<file path="config.mk">
export PLATFORM = sky130hd
export DESIGN_NAME = control_unit
export DESIGN_NICKNAME = d
export VERILOG_FILES = /design/src/rtl/control_unit.sv
export SDC_FILE = /design/constraint.sdc
export NUM_CORES = 1
export LEC_CHECK = 0
export ABC_AREA = 1
export CAP_MARGIN = 10
export CORE_AREA = 2 2 51 53
export DETAILED_ROUTE_END_ITERATION = 8
export DIE_AREA = 0 0 53 55
export PLACE_DENSITY_LB_ADDON = 0.08
export SLEW_MARGIN = 5
export SYNTH_ARGS = -nofsm -noshare
export SYNTH_HDL_FRONTEND = slang
export SYNTH_SLANG_ARGS = --single-unit
</file>
<file path="constraint.sdc">
create_clock -name clock_in -period 2.5 [get_ports clock_in]
set_input_delay 0.5 -clock clock_in [delete_from_list [all_inputs] [get_ports clock_in]]
set_output_delay 0.5 -clock clock_in [all_outputs]
set_load 0.01 [all_outputs]
</file>
<file path="src/rtl/control_unit.sv">
// control_unit: program counter plus single-cycle instruction decode for the
// 16-bit accumulator processor. Only the PC is registered; every strobe is
// a combinational function of the current instruction, the Z/N flags and reset.
module control_unit #(
  parameter int OPERAND_WIDTH     = 11,
  parameter int INSTRUCTION_WIDTH = 16
) (
  input  logic                         clock_in,
  input  logic                         reset_in,
  input  logic [INSTRUCTION_WIDTH-1:0] instruction_in,
  input  logic                         status_Z_in,
  input  logic                         status_N_in,
  output logic [OPERAND_WIDTH-1:0]     instruction_address_out,
  output logic [OPERAND_WIDTH-1:0]     operand_out,
  output logic [1:0]                   sel_A_out,
  output logic                         sel_B_out,
  output logic                         alu_op_out,
  output logic                         data_memory_wr_out,
  output logic                         acc_wr_out,
  output logic                         status_wr_out,
  output logic                         acc_reset_out,
  output logic                         status_reset_out
);

  localparam int OPCODE_WIDTH = INSTRUCTION_WIDTH - OPERAND_WIDTH;

  // Accumulator input sources.
  localparam logic [1:0] SEL_A_ALU = 2'b00;
  localparam logic [1:0] SEL_A_MEM = 2'b01;
  localparam logic [1:0] SEL_A_IMM = 2'b10;

  typedef enum logic [OPCODE_WIDTH-1:0] {
    OP_HLT  = 5'b00000,
    OP_STO  = 5'b00001,
    OP_LD   = 5'b00010,
    OP_LDI  = 5'b00011,
    OP_ADD  = 5'b00100,
    OP_ADDI = 5'b00101,
    OP_SUB  = 5'b00110,
    OP_SUBI = 5'b00111,
    OP_BEQ  = 5'b01000,
    OP_BNE  = 5'b01001,
    OP_BGT  = 5'b01010,
    OP_BGE  = 5'b01011,
    OP_BLT  = 5'b01100,
    OP_BLE  = 5'b01101,
    OP_JMP  = 5'b01110
  } opcode_t;

  opcode_t                  opcode;
  logic [OPERAND_WIDTH-1:0] operand;
  logic [OPERAND_WIDTH-1:0] pc;
  logic [OPERAND_WIDTH-1:0] pc_next;
  logic                     branch_taken;
  logic                     halt;
  logic                     dec_data_memory_wr;
  logic                     dec_acc_wr;
  logic                     dec_status_wr;

  // Opcodes outside the enum fall through to the NOP default below.
  assign opcode  = opcode_t'(instruction_in[INSTRUCTION_WIDTH-1:OPERAND_WIDTH]);
  assign operand = instruction_in[OPERAND_WIDTH-1:0];

  assign operand_out             = operand;
  assign instruction_address_out = pc;

  // Datapath strobe decode; everything not named by an opcode stays inactive.
  always_comb begin
    sel_A_out          = SEL_A_ALU;
    sel_B_out          = 1'b0;
    alu_op_out         = 1'b0;
    dec_data_memory_wr = 1'b0;
    dec_acc_wr         = 1'b0;
    dec_status_wr      = 1'b0;
    halt               = 1'b0;
    case (opcode)
      OP_HLT: halt = 1'b1;
      OP_STO: dec_data_memory_wr = 1'b1;
      OP_LD: begin
        dec_acc_wr = 1'b1;
        sel_A_out  = SEL_A_MEM;
      end
      OP_LDI: begin
        dec_acc_wr = 1'b1;
        sel_A_out  = SEL_A_IMM;
      end
      OP_ADD: begin
        dec_acc_wr    = 1'b1;
        dec_status_wr = 1'b1;
      end
      OP_ADDI: begin
        dec_acc_wr    = 1'b1;
        dec_status_wr = 1'b1;
        sel_B_out     = 1'b1;
      end
      OP_SUB: begin
        dec_acc_wr    = 1'b1;
        dec_status_wr = 1'b1;
        alu_op_out    = 1'b1;
      end
      OP_SUBI: begin
        dec_acc_wr    = 1'b1;
        dec_status_wr = 1'b1;
        alu_op_out    = 1'b1;
        sel_B_out     = 1'b1;
      end
      default: ;
    endcase
  end

  // Write enables are suppressed during reset; selects keep following decode.
  always_comb begin
    data_memory_wr_out = dec_data_memory_wr & ~reset_in;
    acc_wr_out         = dec_acc_wr & ~reset_in;
    status_wr_out      = dec_status_wr & ~reset_in;
    acc_reset_out      = reset_in;
    status_reset_out   = reset_in;
  end

  // Branch resolution straight from the live flags, so a flag change in the
  // branch cycle is seen by that branch.
  always_comb begin
    branch_taken = 1'b0;
    case (opcode)
      OP_BEQ:  branch_taken = status_Z_in;
      OP_BNE:  branch_taken = ~status_Z_in;
      OP_BGT:  branch_taken = ~status_Z_in & ~status_N_in;
      OP_BGE:  branch_taken = ~status_N_in;
      OP_BLT:  branch_taken = status_N_in;
      OP_BLE:  branch_taken = status_Z_in | status_N_in;
      OP_JMP:  branch_taken = 1'b1;
      default: branch_taken = 1'b0;
    endcase
  end

  // Next-PC select: branch target, hold on halt, else sequential (wraps).
  always_comb begin
    pc_next = pc + OPERAND_WIDTH'(1);
    if (branch_taken) begin
      pc_next = operand;
    end else if (halt) begin
      pc_next = pc;
    end
  end

  // Program counter; reset clears it immediately and holds it at zero.
  always_ff @(posedge clock_in or posedge reset_in) begin
    if (reset_in) begin
      pc <= '0;
    end else begin
      pc <= pc_next;
    end
  end

endmodule

</file>
; ---- Word-level counts from Yosys, hierarchy flattened
; Index checks and enable logic that the tools add are counted.
; W data, S select, Z words.
[word_totals]
reg_bits = 11
latchBits = 0
ramBits = 0
rom_bits = 0
mem_count = 0
[op_classes]
addsub = 1
multipliers = 0
div = 0
magnitude_cmp = 0
eq_ne = 15
n_shift = 0
mux = 10
bitwise_logic = 8
n_reduce_logical = 5
[op_table]
columns = cell, n
row1 = $eq A5 B4 Y1 const B, 7
row2 = $mux W11, 2
row3 = $eq A5 B3 Y1 const B, 4
row4 = $add A11 B1 Y11 const B, 1
row5 = $eq A5 B2 Y1 const B, 2
row6 = $pmux W1 S7, 1
row7 = $mux W1, 6
row8 = $reduce_or A6 Y1, 1
row9 = $eq A5 B1 Y1 const B, 1
row10 = $logic_not A5 Y1, 1
row11 = $and A1 B1 Y1, 4
row12 = $pmux W2 S2, 1
row13 = $reduce_or A2 Y1, 2
row14 = $reduce_or A4 Y1, 1
row15 = $not A1 Y1, 3
row16 = $ne A2 B2 Y1 const B, 1
row17 = $or A1 B1 Y1, 1

; ---- Depth between registers and ports, before layout
[logic_depth]
depth_word = 4
ltp_mapped = 10
ltp_nobuf = 10

; ---- Worst setup path before layout
; No wires, ideal clock.
[synth_path]
path_type = input to output
startpoint = input instruction_in[13]
endpoint = output acc_wr_out
arrival_ns = 1.440
t_required_ns = 2.000
setup_slack_ns = 0.560
path_stages = 5
n_path_buf = 0
path_cell_list = inv_1 -> nand2_1 -> nor4_1 -> nor2_1 -> a21oi_1
[synth_between]
elab_chain_cells = 4
elab_cells_between_ends = 9
[synth_lines]
columns = element, line_no
row1 = "start, declared", 10  ; input logic [INSTRUCTION_WIDTH-1:0] instruction_in,
row2 = $eq A5 B3 Y1 or $eq A5 B2 Y1 (tied branches), 76  ; case (opcode)
row3 = $reduce_or A6 Y1 (no line) *, -
row4 = $mux W1 *, 76
row5 = $and A1 B1 Y1 *, 114  ; acc_wr_out = dec_acc_wr & ~reset_in;
row6 = "end, declared", 19  ; output logic acc_wr_out,
; Mark *: on every way between the ends. The rest lies on a longest branch, timed or not.

; ---- Worst setup path after layout
[layout_path]
startpoint = input instruction_in[12]
endpoint = output sel_A_out[0]
[layout_between]
elab_chain_cells = 2
elab_cells_between_ends = 3
[layout_lines]
columns = element, line_no
row1 = $eq A5 B2 Y1, 76
row2 = $pmux W2 S2 *, 76
row3 = "end, declared", 15  ; output logic [1:0] sel_A_out,
; Marked as above.

==> out/summary.txt <==
total track usage: 0.196
HP Class: reg2reg
Post-synth EDFFs: 0
FFs w/ async S/R, synth: 1.00
Ys Warns: 0
max-cap violations: 0
Final min period: 2.43 ns
post-route antenna net violation count: 0
via count: 1088
root buffer cell: clkbuf_4
Hold EP: instruction_address_out[10]$_DFFE_PP0P_
chip height: 55 µm
post-synthesis sequential area ratio: 0.288
Setup CP Type: in2out
DR DRC count: 0
initial antenna violation count: 0
CP startpoint kind: input port
GPL Wtd Cong: 0.831
worst skew pair latency: 0.27 ns
R2R Setup Slk: 1.10 ns
Core Util, Final: 0.643
Syn Inst Count: 148
top_reg_cell synth: dfrtp_1
Fill cells: 234
largest net degree at the start of global routing: 12
Die X: 53 µm
R2R Path Start: instruction_address_out[0]$_DFFE_PP0P_
CTS Sinks: 11
total congestion overflow: 0
RSZ-0062 raised after global routing: no
number of synthesized register bits: 11
Area Overhead vs Synth: 58.8%
total wire length: 2610 µm
cts hold-fix bufs: 0
PortBufs: 50
IO Count: 51
Layout Skew: 0.00205 ns
drt wl/cell: 11.4 µm
arrival time worst endpoint: 1.93 ns
Initial Utilization: 0.405
vias in the first global route: 1024
syn_area_per_cell: 6.47 µm²
total CTS buffers: 3
HPWL Detailed: 2000 µm
area share of the largest cell type after synthesis: 0.288
Finished Layout Cells: 229
CTS H-tree depth: 1
# nets final: 221
count leader, synth: nand2_1
CTS Buffer Depth: 2
worst hold path startpoint: instruction_address_out[10]$_DFFE_PP0P_
first-pass GRT wire length: 4170 µm
number of setup buffers added after CTS: 0
clock slew at reported path FFs: 0.07 ns
Largest register FFs: 11
share of cells above drive strength 1: 0.106
die area: 2920 µm²
actual slew at the worst max-slew pin: 0.291 ns
Max Clk Rate: 0.411 GHz
Avg Vias per Cell: 4.75
Antenna diodes: 0
PD cells: 622 nW/µm²
Final Worst Setup Slack: 0.0652 ns
Critical Path RT: 2.00 ns
outcome: completed
r2r endpoint: instruction_address_out[10]$_DFFE_PP0P_
Max VDD drop: 0.000539 V
reg2reg path depth: 10
Setup Viol. Count Final: 0
Post-Syn Area: 957 µm²
synth top area cells: dfrtp_1, nand2_1, nand3_1, buf_4, inv_1
Slew Limit Fails: 0
Mapped Nets: 169
Synth top cells by count: nand2_1, nand3_1, inv_1
Initial DRT Pass Iterations: 4
Placeable Area: 2360 µm²
Slew headroom: 0.805
Setup WS pre-CTS: -0.154 ns
Max Fanout on Critical Path: 4
Netlist cell types: 19
Crit. End Element: output pin
hold path cells: 2
TritonCTS clock tree: done
Lkg Pwr: 0.797 nW
fin crit share: 0.974
final hold viol count: 0
largest area contributor in the netlist: dfrtp_1
1st-iter DRT viols: 25
Inst Count DP: 225
number of cell rows: 18
cells in the final DEF, fill, tap and decap left out:
cell             instances
nor4_2                   2
nor3_1                   1
nand2_1                 48
clkbuf_4                 3
ha_1                     1
nand3_2                  3
dlygate4sd2_1            3
xor2_1                   3
nand3_1                 24
inv_1                   16
nor2_1                  10
clkdlybuf4s50_1         44
xnor2_1                  5
inv_2                    1
nand4_1                  3
clkinv_1                 1
buf_4                   12
dfrtp_1                 11
clkbuf_1                 1
dlymetal6s2s_1           3
a21oi_1                  3
o21ai_1                  1
power breakdown:
group          internal (mW)  switching, mW
logic                  0.276          0.210
registers              0.246         0.0914
clock network         0.0618         0.0616
total                  0.583          0.363
cells by family (layout without fill, tap and decap cells):
family | Yosys count | count (layout) | synth area share
xor gates and xnor gates | 8 | 8 | 0.0732
buffers and inverters | 33 | 84 | 0.188
DFF | 11 | 11 | 0.288
and+or+nand+nor | 91 | 91 | 0.417
AOI/OAI and AO/OA | 4 | 4 | 0.0209
adders and majority gates | 1 | 1 | 0.0131
worst max-delay path, stage by stage:
cell and delay (ns):
clkdlybuf4s50_1 0.48, inv_1 0.10, nor4_2 0.27, clkdlybuf4s50_1 0.59
metrics by stage:
step	hold WS, ns	TNS [ns]	power [mW]	instance area [µm²]
2_1_floorplan	0.361	0	0.585	957
3_5_place_dp	0.548	-0.171	0.829	1470
6_report	0.555	0	0.946	1520
3_3_place_gp	0.518	-0.121	0.820	1470
5_1_grt	0.587	0	1.03	1520
4_1_cts	0.564	0	0.958	1510
cell type report:
type,count,area (µm²),share of cell area
clock buffer,4,26.3,0.0173
inverter,18,67.6,0.0444
multi-input combinational,104,519,0.342
sequential,11,275,0.181
tap,30,37.5,0.0247
timing repair buffer,62,594,0.391
layer usage:
metal,vias to the layer above,wire length [µm],GRT usage
li1,559,-,-
met1,489,1130,0.234
met2,36,1270,0.354
met3,4,168,0.0215
met4,0,37,0.0897
met5,-,0,0
worst max path at each step:
stage          slack (ns)            endpoint               start  depth (start not counted)
5_1_grt             0.005        sel_A_out[0]  instruction_in[12]                          4
6_report             0.07        sel_A_out[0]  instruction_in[12]                          4
2_1_floorplan        0.56          acc_wr_out  instruction_in[13]                          5
3_5_place_dp        -0.15          acc_wr_out  instruction_in[11]                          6
3_3_place_gp        -0.12          acc_wr_out  instruction_in[11]                          6
4_1_cts             0.004  data_memory_wr_out  instruction_in[15]                          6
what timing repair did:
item,4_1_cts,5_1_grt
gates resized for setup,6,3
gates cloned,0,0
hold endpoints to repair,0,0
endpoints found under the setup margin,3,4
Note: power is estimated with default switching activity, not from simulation.
==> edit 1 (same settings) <==
Add an input register stage for `instruction_in`, `status_Z_in` and `status_N_in`, without a reset; this delays them by one clock.
--- a/src/rtl/control_unit.sv
+++ b/src/rtl/control_unit.sv
@@ -47,6 +47,16 @@
     OP_JMP  = 5'b01110
   } opcode_t;
 
+  logic [INSTRUCTION_WIDTH-1:0] instruction_q;
+  logic status_Z_q;
+  logic status_N_q;
+
+  always_ff @(posedge clock_in) begin
+    instruction_q <= instruction_in;
+    status_Z_q    <= status_Z_in;
+    status_N_q    <= status_N_in;
+  end
+
   opcode_t                  opcode;
   logic [OPERAND_WIDTH-1:0] operand;
   logic [OPERAND_WIDTH-1:0] pc;
@@ -58,8 +68,8 @@
   logic                     dec_status_wr;
 
   // Opcodes outside the enum fall through to the NOP default below.
-  assign opcode  = opcode_t'(instruction_in[INSTRUCTION_WIDTH-1:OPERAND_WIDTH]);
-  assign operand = instruction_in[OPERAND_WIDTH-1:0];
+  assign opcode  = opcode_t'(instruction_q[INSTRUCTION_WIDTH-1:OPERAND_WIDTH]);
+  assign operand = instruction_q[OPERAND_WIDTH-1:0];
 
   assign operand_out             = operand;
   assign instruction_address_out = pc;
@@ -122,12 +132,12 @@
   always_comb begin
     branch_taken = 1'b0;
     case (opcode)
-      OP_BEQ:  branch_taken = status_Z_in;
-      OP_BNE:  branch_taken = ~status_Z_in;
-      OP_BGT:  branch_taken = ~status_Z_in & ~status_N_in;
-      OP_BGE:  branch_taken = ~status_N_in;
-      OP_BLT:  branch_taken = status_N_in;
-      OP_BLE:  branch_taken = status_Z_in | status_N_in;
+      OP_BEQ:  branch_taken = status_Z_q;
+      OP_BNE:  branch_taken = ~status_Z_q;
+      OP_BGT:  branch_taken = ~status_Z_q & ~status_N_q;
+      OP_BGE:  branch_taken = ~status_N_q;
+      OP_BLT:  branch_taken = status_N_q;
+      OP_BLE:  branch_taken = status_Z_q | status_N_q;
       OP_JMP:  branch_taken = 1'b1;
       default: branch_taken = 1'b0;
     endcase
Behaviour: not the same (a bounded check fails within 4 cycles, from zero or initial values and one cycle with reset_in high).
==> edit 1 against the original RTL <==
- critical path depth rose by 1
- critical path type unchanged
- area after synthesis grew 55%
- wire length is 26% higher
- via count is 23% higher
- clock skew up 15 ps
- design area grew 31%
- highest routed layer unchanged
- worst setup slack gained 100 ps
- sequential cell count increased by 18
- global-route usage increased by 5.2 points
- power grew 70%
==> edit 1: results (changes against the original RTL) <==
Slowest stage delay, CP -> 540 ps (was 590 ps)
WL/cell -> 12.5 um (was 11.4 um)
Net total in the final layout -> 253 (was 221)
Share of post-route cells with drive strength above 1 -> 15.5% (was 10.6%)
IR drop worst, VDD -> 718 uV (was 539 uV)
CTS-repair resized insts -> 0 (was 6)
Fraction of registers with async set or reset after synthesis -> 37.9% (was 100%)
Dominant cells by area after synthesis -> dfxtp_1 24%, dfrtp_1 19%, nand2_1 13%, buf_4 7.1%, nand3_1 5.4% (was dfrtp_1 29%, nand2_1 19%, nand3_1 13%, buf_4 10%, inv_1 6.3%)
Clk Latency, worst-skew pair -> 340 ps (was 270 ps)
TritonCTS buffer count -> 5 (was 3)
Placed inst area -> 0.00190 mm^2 (was 0.00147 mm^2)
Via count of the first global-routing pass -> 1228 (was 1024)
Post-synth cell types -> 26 (was 19)
Number of flip-flops under the largest register name -> 16 (was 11)
Commonest cells in the synthesized netlist -> 52 x nand2_1, 20 x inv_1, 18 x dfxtp_1 (was 48 x nand2_1, 25 x nand3_1, 16 x inv_1)
Number of nets in the synthesized netlist -> 210 (was 169)
Initial drt markers -> 28 (was 25)
Maximum fanout along the worst path -> 3 (was 4)
Average vias per placed instance -> 5.08 (was 4.75)
Number of levels in the clock H-tree -> 2 (was 1)
Overall Global Routing Usage -> 24.8% (was 19.6%)
Maximum number of pins on one net before global-route repair -> 19 (was 12)
Worst-case clock skew -> 16.9 ps (was 2.05 ps)
Leakage -> 0.963 nW (was 0.797 nW)
Run status -> completed (unchanged)
Flip-flop cell with the highest count after synthesis -> dfxtp_1 (was dfrtp_1)
Initial DRT Pass Iterations -> 5 (was 4)
Wire length of the first global-routing pass -> 5180 um (was 4170 um)
Length in cells of the worst reg-to-reg path -> 9 (was 10)
Last weighted congestion value of the routability-driven placer -> 0.932 (was 0.831)
==> edit 1: cell count changes after synthesis, moves of 5 or more <==
cell     change
a21oi_2      +5
dfxtp_1     +18
inv_2        +5
nand2_2      +7
nand3_1      -9
xnor2_1      -5
==> edit 1: per-stage QoR <==
| step | worst slack (ps) | cells | hold WS, ps |
|---|---|---|---|
| detailed placement | 54.6 | 255 | 480 |
| finish | 167 | 263 | 487 |
| global route | 57.9 | 263 | 505 |
| CTS | 49.6 | 263 | 491 |
| floorplan | 706 | 189 | 361 |
| global placement | 98.2 | 255 | 468 |
==> edit 1: cells by family after synthesis <==
group	after synthesis	share of synthesized area, %
compound gates	15	8.43
simple gates	102	32.3
xor+xnor	1	0.590
flops	29	42.8
fa+ha+maj	1	0.843
buf+inv	41	15.0
==> edit 1: worst reg2reg max path, delay by kind of cell, from the launching register on <==
kind | cells | cell delay, ps
buffers and inverters | 1 | 90
flip-flops | 1 | 400
AND/OR/NAND/NOR | 8 | 920
==> edit 1: cell type report <==
type,instances,area (um^2)
fillers,143,373
clock inverters,1,30.0
multi-input cells,119,626
well taps,30,37.5
flip-flops and latches,29,636
inverters,26,97.6
repair buffers,51,510
clock buffers,7,55.1
==> edit 1: worst paths after layout <==
kind,from,endpoint,slack [ps]
max in group asynchronous,reset_in,instruction_address_out[8],1780
worst max register to register,instruction_q[11],instruction_address_out[5],1000
worst max-delay path,reset_in,acc_wr_out,170
worst min-delay path,instruction_q[3],instruction_address_out[3],490
worst min register to register,instruction_q[3],instruction_address_out[3],490
min in group asynchronous,reset_in,instruction_address_out[10],550
==> edit 1: power by group through the flow <==
| stage | Combinational (mW) | Sequential [mW] | Clock [mW] |
|---|---|---|---|
| 6_report | 0.557 | 0.653 | 0.396 |
| 5_1_grt | 0.617 | 0.668 | 0.433 |
| 4_1_cts | 0.558 | 0.651 | 0.407 |
| 3_5_place_dp | 0.554 | 0.662 | 0 |
| 3_3_place_gp | 0.532 | 0.653 | 0 |
| 2_1_floorplan | 0.301 | 0.673 | 0 |
==> edit 1: metal layers <==
metal	GRT usage (%)	part of all wire (%)	vias up
li1	-	-	668
met1	26.5	38	607
met2	44.2	54	56
met3	8.33	6.9	6
met4	12.0	1.2	0
met5	0	0	-
==> edit 2 (config.mk and constraints unchanged) <==
Without the edit above. Make the reset (`reset_in`) synchronous in one clocked block.
--- a/src/rtl/control_unit.sv
+++ b/src/rtl/control_unit.sv
@@ -144,7 +144,7 @@
   end
 
   // Program counter; reset clears it immediately and holds it at zero.
-  always_ff @(posedge clock_in or posedge reset_in) begin
+  always_ff @(posedge clock_in) begin
     if (reset_in) begin
       pc <= '0;
     end else begin
Behaviour: differs if reset_in is asserted again (counterexample within 4 cycles, from zero or initial values and one cycle with reset_in high); with reset_in held inactive, the same outputs for 10 cycles.
==> edit 2 against the original RTL <==
- area after synthesis rose by 3.8%
- fmax is essentially flat
- worst setup slack got worse by 1.9 ps
- sequential cell count unchanged
- wire length rose by 6.1%
- design area is 0.74% lower
- cell count increased by 5.7%
- highest routed layer unchanged
- die area is the same
Power is not compared: it rests on default switching activity, and its combinational part moved more than twofold at a synthesized area within 25%.
==> edit 2: results (changes against the original RTL) <==
Run status -> completed (unchanged)
Number of nets in the synthesized netlist -> 188 (was 169)
Post-placement worst setup slack -> 15.7 ps (was -154 ps)
Terminus of the critical flop-to-flop path -> instruction_address_out[6] (was instruction_address_out[10])
Via count of the first global-routing pass -> 1082 (was 1024)
Post-detailed-placement half-perimeter wirelength -> 2090 um (was 2000 um)
Count of inverters not on the clock network in the layout -> 23 (was 18)
Worst-case clock skew -> 1.86 ps (was 2.05 ps)
Met2 usage -> 38.3% (was 35.4%)
Overall Global Routing Usage -> 20.1% (was 19.6%)
Placed inst area -> 0.00147 mm^2 (about the same)
Buffers, non-clock -> 56 (was 62)
Sequential element share of the synthesized area -> 22.2% (was 28.8%)
Cell count after synthesis -> 167 (was 148)
Fraction of registers with async set or reset after synthesis -> 0% (was 100%)
Commonest cells in the synthesized netlist -> 40 x nand2_1, 27 x nand3_1, 22 x nor2_1 (was 48 x nand2_1, 25 x nand3_1, 16 x inv_1)
Count of multi-input gates -> 118 (was 104)
Worst Max-Slew Pin Slew -> 366 ps (was 291 ps)
Last weighted congestion value of the routability-driven placer -> 0.826 (was 0.831)
Sum of met2 wire segment lengths after detailed routing -> 1350 um (was 1270 um)
Maximum fanout along the worst path -> 3 (was 4)
GR Util met3 -> 2.69% (was 2.15%)
Crit path from -> instruction_in[14] (was instruction_in[12])
Compound-gate portion of the synthesized area -> 7.56% (was 2.09%)
Clock-cell share -> 1.74% (was 1.73%)
Dominant cells by area after synthesis -> dfxtp_1 22%, nand2_1 15%, nand3_1 14%, buf_4 9.8%, nor2_1 8.3% (was dfrtp_1 29%, nand2_1 19%, nand3_1 13%, buf_4 10%, inv_1 6.3%)
Slowest stage delay, CP -> 530 ps (was 590 ps)
Number of fillers in the final layout -> 217 (was 234)
Non-clock buffer area fraction after layout -> 36.8% (was 39.1%)
Final cell count without fillers -> 242 (was 229)
R2R Path Start -> instruction_address_out[0] (unchanged)
[edit 2: changes by cell type after synthesis, moves of 3 or more]
cell     delta
nor2_1     +12
nand2_2     +3
a21oi_1     +4
inv_1       +3
xnor2_1     -4
dfxtp_1    +11
dfrtp_1    -11
nand2_1     -8
o21ai_0     +3
[edit 2: worst min-delay path by stage]
stage,slack (ps),from,cells past startpoint,to
2_1_floorplan,580,instruction_address_out[10],2,instruction_address_out[10]
3_3_place_gp,570,instruction_address_out[10],2,instruction_address_out[10]
3_5_place_dp,580,instruction_address_out[10],2,instruction_address_out[10]
4_1_cts,590,instruction_address_out[10],2,instruction_address_out[10]
5_1_grt,600,instruction_address_out[10],2,instruction_address_out[10]
6_report,580,instruction_address_out[10],2,instruction_address_out[10]
[edit 2: worst register-to-register path, delay by kind of cell, from the launching register on]
family                   cells  cell delay [ps]
AND/OR/NAND/NOR              8              680
adder cells (fa/ha/maj)      1              180
flip-flops                   1              400
buffers and inverters        1               90
